**config.mk**
```make
export PLATFORM = sky130hd
export DESIGN_NAME = alu_rr_sequencer
export DESIGN_NICKNAME = d
export VERILOG_FILES = /design/src/rtl/alu_rr_sequencer.sv
export SDC_FILE = /design/constraint.sdc
export NUM_CORES = 1
export LEC_CHECK = 0
export BUFFER_PORTS_ARGS = -buffer_cell sky130_fd_sc_hd__clkbuf_2
export CORE_MARGIN = 1.5
export CORE_UTILIZATION = 25
export DETAILED_ROUTE_END_ITERATION = 12
export PLACE_DENSITY = 0.6
export REMOVE_ABC_BUFFERS = 1
export SYNTH_ARGS = -nofsm -noshare
export SYNTH_HDL_FRONTEND = slang
export SYNTH_SLANG_ARGS = --single-unit
```
**constraint.sdc**
```tcl
create_clock -name clk -period 3.72 [get_ports clk]
set_input_delay 0.744 -clock clk [delete_from_list [all_inputs] [get_ports clk]]
set_output_delay 0.744 -clock clk [all_outputs]
set_load 0.05 [all_outputs]
```
**src/rtl/alu_rr_sequencer.sv**
```systemverilog
// Round-robin sequencer that shares one external combinational ALU between two requesters.
// Optional ALU_OPCHECK_EN: F=3'b011 is rejected with an error response and skips execution.
module alu_rr_sequencer #(
  parameter int unsigned WIDTH = 32,
  parameter int unsigned FW    = 3,
  parameter int unsigned CNT_W = 16
) (
  input  logic             clk,
  input  logic             reset,
  input  logic [1:0]       req_valid,
  output logic [1:0]       req_ready,
  input  logic [WIDTH-1:0] req_a0,
  input  logic [WIDTH-1:0] req_b0,
  input  logic [FW-1:0]    req_f0,
  input  logic [WIDTH-1:0] req_a1,
  input  logic [WIDTH-1:0] req_b1,
  input  logic [FW-1:0]    req_f1,
  output logic [WIDTH-1:0] alu_a,
  output logic [WIDTH-1:0] alu_b,
  output logic [FW-1:0]    alu_f,
  input  logic [WIDTH-1:0] alu_y,
  input  logic             alu_of,
  output logic             resp_valid,
  input  logic             resp_ready,
  output logic             resp_id,
  output logic [WIDTH-1:0] resp_y,
  output logic             resp_of,
  output logic             resp_err,
  output logic [CNT_W-1:0] op_count
);

  typedef enum logic [1:0] {StIdle, StExec, StResp} state_e;

  state_e           state_q, state_d;
  logic             last_grant_q, last_grant_d;
  logic             id_q, id_d;
  logic [WIDTH-1:0] alu_a_q, alu_a_d;
  logic [WIDTH-1:0] alu_b_q, alu_b_d;
  logic [FW-1:0]    alu_f_q, alu_f_d;
  logic             resp_id_q, resp_id_d;
  logic [WIDTH-1:0] resp_y_q, resp_y_d;
  logic             resp_of_q, resp_of_d;
  logic [CNT_W-1:0] op_count_q, op_count_d;

  logic             grant;
  logic             any_valid;
  logic             illegal;
  logic [WIDTH-1:0] sel_a, sel_b;
  logic [FW-1:0]    sel_f;

`ifdef ALU_OPCHECK_EN
  localparam logic [FW-1:0] IllegalF = FW'(3);
  logic resp_err_q, resp_err_d;
`endif

  // Round-robin: on a tie the requester that did not win last time is granted.
  always_comb begin
    any_valid = |req_valid;
    case (req_valid)
      2'b11:   grant = ~last_grant_q;
      2'b10:   grant = 1'b1;
      default: grant = 1'b0;
    endcase
    sel_a = grant ? req_a1 : req_a0;
    sel_b = grant ? req_b1 : req_b0;
    sel_f = grant ? req_f1 : req_f0;
`ifdef ALU_OPCHECK_EN
    illegal = (sel_f == IllegalF);
`else
    illegal = 1'b0;
`endif
  end

  always_comb begin
    state_d      = state_q;
    last_grant_d = last_grant_q;
    id_d         = id_q;
    alu_a_d      = alu_a_q;
    alu_b_d      = alu_b_q;
    alu_f_d      = alu_f_q;
    resp_id_d    = resp_id_q;
    resp_y_d     = resp_y_q;
    resp_of_d    = resp_of_q;
    op_count_d   = op_count_q;
`ifdef ALU_OPCHECK_EN
    resp_err_d   = resp_err_q;
`endif
    req_ready    = 2'b00;
    resp_valid   = 1'b0;

    case (state_q)
      StIdle: begin
        req_ready[grant] = any_valid;
        if (any_valid) begin
          last_grant_d = grant;
          id_d         = grant;
          if (illegal) begin
            // Rejected op: the ALU operand registers are left untouched.
            resp_id_d  = grant;
            resp_y_d   = '0;
            resp_of_d  = 1'b0;
`ifdef ALU_OPCHECK_EN
            resp_err_d = 1'b1;
`endif
            state_d    = StResp;
          end else begin
            alu_a_d = sel_a;
            alu_b_d = sel_b;
            alu_f_d = sel_f;
            state_d = StExec;
          end
        end
      end

      StExec: begin
        resp_y_d   = alu_y;
        resp_of_d  = alu_of;
        resp_id_d  = id_q;
`ifdef ALU_OPCHECK_EN
        resp_err_d = 1'b0;
`endif
        state_d    = StResp;
      end

      StResp: begin
        resp_valid = 1'b1;
        if (resp_ready) begin
          op_count_d = op_count_q + CNT_W'(1);
          state_d    = StIdle;
        end
      end

      default: state_d = StIdle;
    endcase
  end

  always_ff @(posedge clk or posedge reset) begin
    if (reset) begin
      state_q      <= StIdle;
      last_grant_q <= 1'b1;
      id_q         <= 1'b0;
      alu_a_q      <= '0;
      alu_b_q      <= '0;
      alu_f_q      <= '0;
      resp_id_q    <= 1'b0;
      resp_y_q     <= '0;
      resp_of_q    <= 1'b0;
      op_count_q   <= '0;
    end else begin
      state_q      <= state_d;
      last_grant_q <= last_grant_d;
      id_q         <= id_d;
      alu_a_q      <= alu_a_d;
      alu_b_q      <= alu_b_d;
      alu_f_q      <= alu_f_d;
      resp_id_q    <= resp_id_d;
      resp_y_q     <= resp_y_d;
      resp_of_q    <= resp_of_d;
      op_count_q   <= op_count_d;
    end
  end

`ifdef ALU_OPCHECK_EN
  always_ff @(posedge clk or posedge reset) begin
    if (reset) begin
      resp_err_q <= 1'b0;
    end else begin
      resp_err_q <= resp_err_d;
    end
  end

  assign resp_err = resp_err_q;
`else
  assign resp_err = 1'b0;
`endif

  assign alu_a    = alu_a_q;
  assign alu_b    = alu_b_q;
  assign alu_f    = alu_f_q;
  assign resp_id  = resp_id_q;
  assign resp_y   = resp_y_q;
  assign resp_of  = resp_of_q;
  assign op_count = op_count_q;

endmodule
```
==> results of run 1 <==
## state kept, by name, indices dropped and copies added, names as in the netlist
| signal | cells |
|---|---|
| resp_y | 32 |
| last_grant_q | 1 |
| id_q | 1 |
| op_count | 16 |
| state_q | 2 |
| alu_f | 3 |
| alu_a | 32 |
| alu_b | 32 |
| resp_id | 1 |
| resp_of | 1 |
## power by group
part / switching (uW) / leakage (uW) / internal (uW) / total (uW)
clock: 599 / 0.000250 / 929 / 1530
combinational: 3050 / 0.00218 / 1010 / 4050
sequential: 322 / 0.00147 / 1930 / 2250
## layer usage
metal,share of wire [%],GRT usage [%]
met4,1.9,5.40
met1,41,14.5
met5,0,0
met2,48,21.2
met3,8.9,4.72
## kinds of logic after synthesis
group / count (synthesis) / synth area share, %
mux: 82 / 16.7
other cells: 1 / 0.0725
flops: 121 / 58.6
simple gates: 119 / 9.73
fa+ha+maj: 1 / 0.242
compound gates: 71 / 8.06
xor+xnor: 15 / 2.54
buf+inv: 35 / 4.06
## worst max-delay path by stage
stage                       from            to  cells past startpoint
global route          state_q[1]  req_ready[0]                      4
detailed placement  req_valid[1]  req_ready[0]                      5
CTS                   state_q[1]  req_ready[0]                      4
global placement    req_valid[1]  req_ready[0]                      5
floorplan           req_valid[0]  req_ready[1]                      2
finish                state_q[1]  req_ready[0]                      4
## through the flow
stage	setup TNS [ps]	setup WS, ps	instance area (um^2)	power [uW]	hold slack (ps)
final	0	1080	7420	7830	444
after global routing	0	976	7420	8290	483
after CTS	0	1030	7420	7970	468
after detailed placement	0	1310	6870	6390	456
after global placement	0	1310	6870	6340	450
after floorplan	-51410	-1270	4990	5320	446
## synth_stat cells (4+ instances only)
| cell type | count | area (um^2) |
|---|---|---|
| dfrtp_1 | 120 | 3000 |
| buf_6 | 6 | 67.6 |
| nor2_1 | 6 | 22.5 |
| xnor2_1 | 11 | 96.3 |
| buf_2 | 15 | 75.1 |
| nand3_1 | 6 | 30.0 |
| mux2_2 | 35 | 394 |
| mux2i_1 | 47 | 470 |
| inv_1 | 7 | 26.3 |
| a22oi_1 | 20 | 150 |
| o21ai_1 | 9 | 45.0 |
| xor2_1 | 4 | 35.0 |
| nand2_1 | 91 | 342 |
| o21ai_0 | 39 | 195 |
## cell usage in the layout (no fill, tap or decap), types with 2 or more instances in the layout
master,n
mux2_2,35
clkinv_2,4
nor2b_1,2
and3_1,2
a22oi_1,20
nor2_1,6
inv_1,6
clkbuf_1,2
nor3_1,2
nand2_1,91
clkinvlp_4,7
buf_12,2
o21ai_0,39
nand3_1,6
dfrtp_1,120
mux2i_1,47
clkbuf_16,17
a21o_1,2
o21ai_1,9
xnor2_1,11
buf_4,4
clkbuf_2,291
xor2_1,4
## final cells by class
type | count | area [um^2]
flip-flops and latches | 121 | 3030
multi-input cells | 289 | 1950
well taps | 270 | 338
clock buffers | 20 | 447
fillers | 2022 | 12800
repair buffers | 297 | 1530
clock inverters | 12 | 103
inverters | 7 | 28.8
## worst reg2reg max path: stages (launching register included)
cell	delay [ps]
dfrtp_1	390
or2_1	320
or2_4	440
buf_12	270
nand2_1	150
o21ai_0	90
==> metrics.csv, run 1 <==
metric;value;unit
total grt overflow;0;
Num CTS Buffers;17;
antenna viol nets, final;0;
maxcap violations;0;
Worst path slowest cell;dfrtp_1;
initial cell density of the core;25.6;%
Ports;293;
number of global-route vias before repair;4153;
Clock Skews;6.73;ps
Tmin final;2640;ps
Std-Cell Rows;52;
final hold violations;0;
synth warn;0;
syn avg cell area;11.6;um^2
CTS tree;done;
CP Max Fanout;21;
clock latency on the worst-skew pair;410;ps
status;completed;
# setup viols final;0;
Pwr Density;1060;nW/um^2
synthesized flop and latch total;121;
critical path required time;2980;ps
global-route wire length before repair;21300;um
die area;21600;um^2
Post-Place Cells;984;
Arr. time, crit path;1900;ps
buffer and inverter count on the worst path;2;
count of different cell masters after synthesis;33;
Mapped Area;5170;um^2
CTS resizes;0;
CP endpoint kind;output pin;
slowest stage delay, CP;390;ps
pin count of the biggest net entering global routing;74;
DP HPWL;9980;um
Critical Path Start Type;flip-flop;
setup slack, reg-to-reg;1920;ps
RSZ-0062 raised after global routing;no;
DIE HEIGHT;147;um
clk root buf;clkbuf_16;
RR Startpoint;state_q[1];
routability cong.;0.728;
post-DR vias/cell;4.17;
Via Count;4232;
Antenna diodes;0;
Max Slew Vio Count;0;
All-Layer GR Usage;12.7;%
sequential-to-total area share from yosys stat;58.6;%
number of enable-type register cells in the synthesized netlist;0;
r2r endpoint;alu_b[10];
share of cells above drive strength 1;49.3;%
critical path type;flip-flop to output pin;
worst vdd ir;378;uV
Pleak;0.00389;uW
clk sink count;121;
Setup Buffers After CTS;0;
initial antenna violation count;0;
nets@finish;906;
Top delay family on crit path;buffers and inverters;
routed length per placed instance;13.1;um
Pre-antenna DRT Iters;4;
initial drt markers;129;
final period utilization;71.0;%
core area;20200;um^2
worst reg-to-reg path cell count;5;
clk buf depth;2;
Hold Path Class;input port to async pin;
H-tree Lvls;4;
fmax;379;MHz
Reg clk slew, reported paths;50;ps
Worst slew margin;45.0;%
non-filler cells in the finished layout;1016;
WL final;13300;um
post-synthesis cell count;445;
hold buffer count at cts;0;
final core occ;36.7;%
Async S/R FF share, synth;100;%
Post-synth top flop;dfrtp_1;
Synth-to-Final Area Change;43.5;%
Die X;147;um
worst slew pin tran;825;ps
Port Buffers;291;
CP cell instances;or2_1 -> nor3_2 -> buf_4 -> clkbuf_2;
drt drc;0;
Note: power is estimated with default switching activity, not from simulation.
==> run 2: changes to the inputs <==
==> constraint.sdc (replaced) <==
create_clock -name clk -period 2.3 [get_ports clk]
set_input_delay 0.46 -clock clk [delete_from_list [all_inputs] [get_ports clk]]
set_output_delay 0.46 -clock clk [all_outputs]
set_load 0.05 [all_outputs]
==> metrics.csv, run 2 (synthesis results as in run 1) <==
metric;value;unit
All-Layer GR Usage;12.9;%
WL final;13400;um
critical path type;flip-flop to output pin;
final period utilization;93.7;%
Tmin final;2150;ps
setup slack, reg-to-reg;630;ps
initial antenna violation count;0;
maxcap violations;0;
number of global-route vias before repair;4292;
Critical Path Sink;req_ready[0];
routability cong.;0.726;
CP startpoint;state_q[1];
Reg clk slew, reported paths;60;ps
RR Startpoint;state_q[1];
critical path required time;1840;ps
worst reg-to-reg path cell count;5;
share of cells above drive strength 1;49.7;%
final hold violations;0;
clk sink count;121;
Max Slew Vio Count;0;
fmax;464;MHz
total grt overflow;0;
Worst path slowest cell;dfrtp_1;
Hold Path Class;input port to flip-flop;
CP Max Fanout;4;
worst vdd ir;645;uV
antenna viol nets, final;0;
area of the multi-input gates;1950;um^2
Seq. cell area;3030;um^2
Std-Cell Rows;52;
Synth-to-Final Area Change;45.5;%
clk root buf;clkbuf_16;
DIE HEIGHT;147;um
RSZ-0062 raised after global routing;no;
Num CTS Buffers;17;
# fillers;2037;
status;completed;
slowest stage delay, CP;390;ps
commonest non-fill, non-tap cell in the layout;clkbuf_2;
Arr. time, crit path;1690;ps
post-DR vias/cell;4.18;
die area;21600;um^2
Pre-antenna DRT Iters;4;
initial cell density of the core;25.6;%
nets@finish;910;
Pwr Density;1720;nW/um^2
CTS tree;done;
Clock Skews;7.36;ps
CTS resizes;0;
H-tree Lvls;4;
Port Buffers;291;
setup TNS;0;ps
final core occ;37.2;%
# setup viols final;0;
Via Count;4263;
CP endpoint kind;output pin;
initial drt markers;124;
Die X;147;um
drt drc;0;
Pleak;0.00396;uW
DP HPWL;10200;um
global-route wire length before repair;21900;um
clock latency on the worst-skew pair;400;ps
CP cell instances;or2_1 -> nor3_2 -> clkbuf_2;
clk buf depth;2;
pin count of the biggest net entering global routing;56;
Critical Path Start Type;flip-flop;
core area;20200;um^2
routed length per placed instance;13.2;um
most frequent cells in the layout;291 x clkbuf_2, 120 x dfrtp_1, 91 x nand2_1, 47 x mux2i_1, 39 x o21ai_0;
Antenna diodes;0;
Ports;293;
r2r endpoint;alu_b[12];
## run 2: changes by cell type in the layout (fill, tap and decap cells not counted), sizes merged
cell	change
buf	+3
bufinv	+1
dlygate4sd3	+1
clkinv	+3
clkinvlp	-5
clkbuf	-2
inv	+3
## run 2: worst max-delay path, delay by kind of cell, from the launching register on
family | cells | cell delay (ps)
buffers and inverters | 1 | 320
and+or+nand+nor | 2 | 580
DFF | 1 | 390
## run 2: per-stage QoR
| step | hold slack, ps | setup slack, ps | std cells | total power, uW | instance area, um^2 |
|---|---|---|---|---|---|
| after floorplan | 446 | -2130 | 417 | 8600 | 4990 |
| after global routing | 256 | 27.2 | 1020 | 13700 | 7530 |
| after CTS | 253 | 100 | 1020 | 13100 | 7530 |
| after global placement | 398 | 498 | 987 | 10300 | 6930 |
| final | 278 | 145 | 1020 | 12900 | 7530 |
| after detailed placement | 401 | 506 | 987 | 10400 | 6930 |
## run 2: worst min-delay path by stage
stage	startpoint	end	slack (ps)	depth (start not counted)
final	req_f1[2]	alu_f[2]	280	3
after global routing	alu_y[15]	resp_y[15]	260	2
after CTS	req_a1[13]	alu_a[13]	250	3
after detailed placement	reset	resp_y[12]	400	2
after global placement	reset	resp_y[26]	400	2
after floorplan	id_q	id_q	450	1
## run 2: routing by layer
metal | vias up | part of all wire [%] | track usage, %
li1 | 2111 | - | -
met1 | 1954 | 42 | 15.2
met2 | 187 | 48 | 21.6
met3 | 11 | 8.5 | 4.91
met4 | 0 | 1.4 | 4.49
met5 | - | 0 | 0
## run 2: layout make-up
cell class	instances	area share (%)
clock buffers	18	5.84
repair buffers	301	21.2
well taps	270	4.49
flip-flops and latches	121	40.2
multi-input cells	289	25.9
inverters	7	0.382
clock inverters	14	1.96
## run 2: report_power, final
group	total, uW	internal, uW	switching (uW)	leakage, uW
clock network	2650	1630	1020	0.000287
logic	6620	1680	4940	0.00221
registers	3640	3110	522	0.00147
## run 2: repair_timing
item,4_1_cts,5_1_grt
hold buffers,1,0
buffers inserted,0,0
endpoints found under the hold margin,14,0
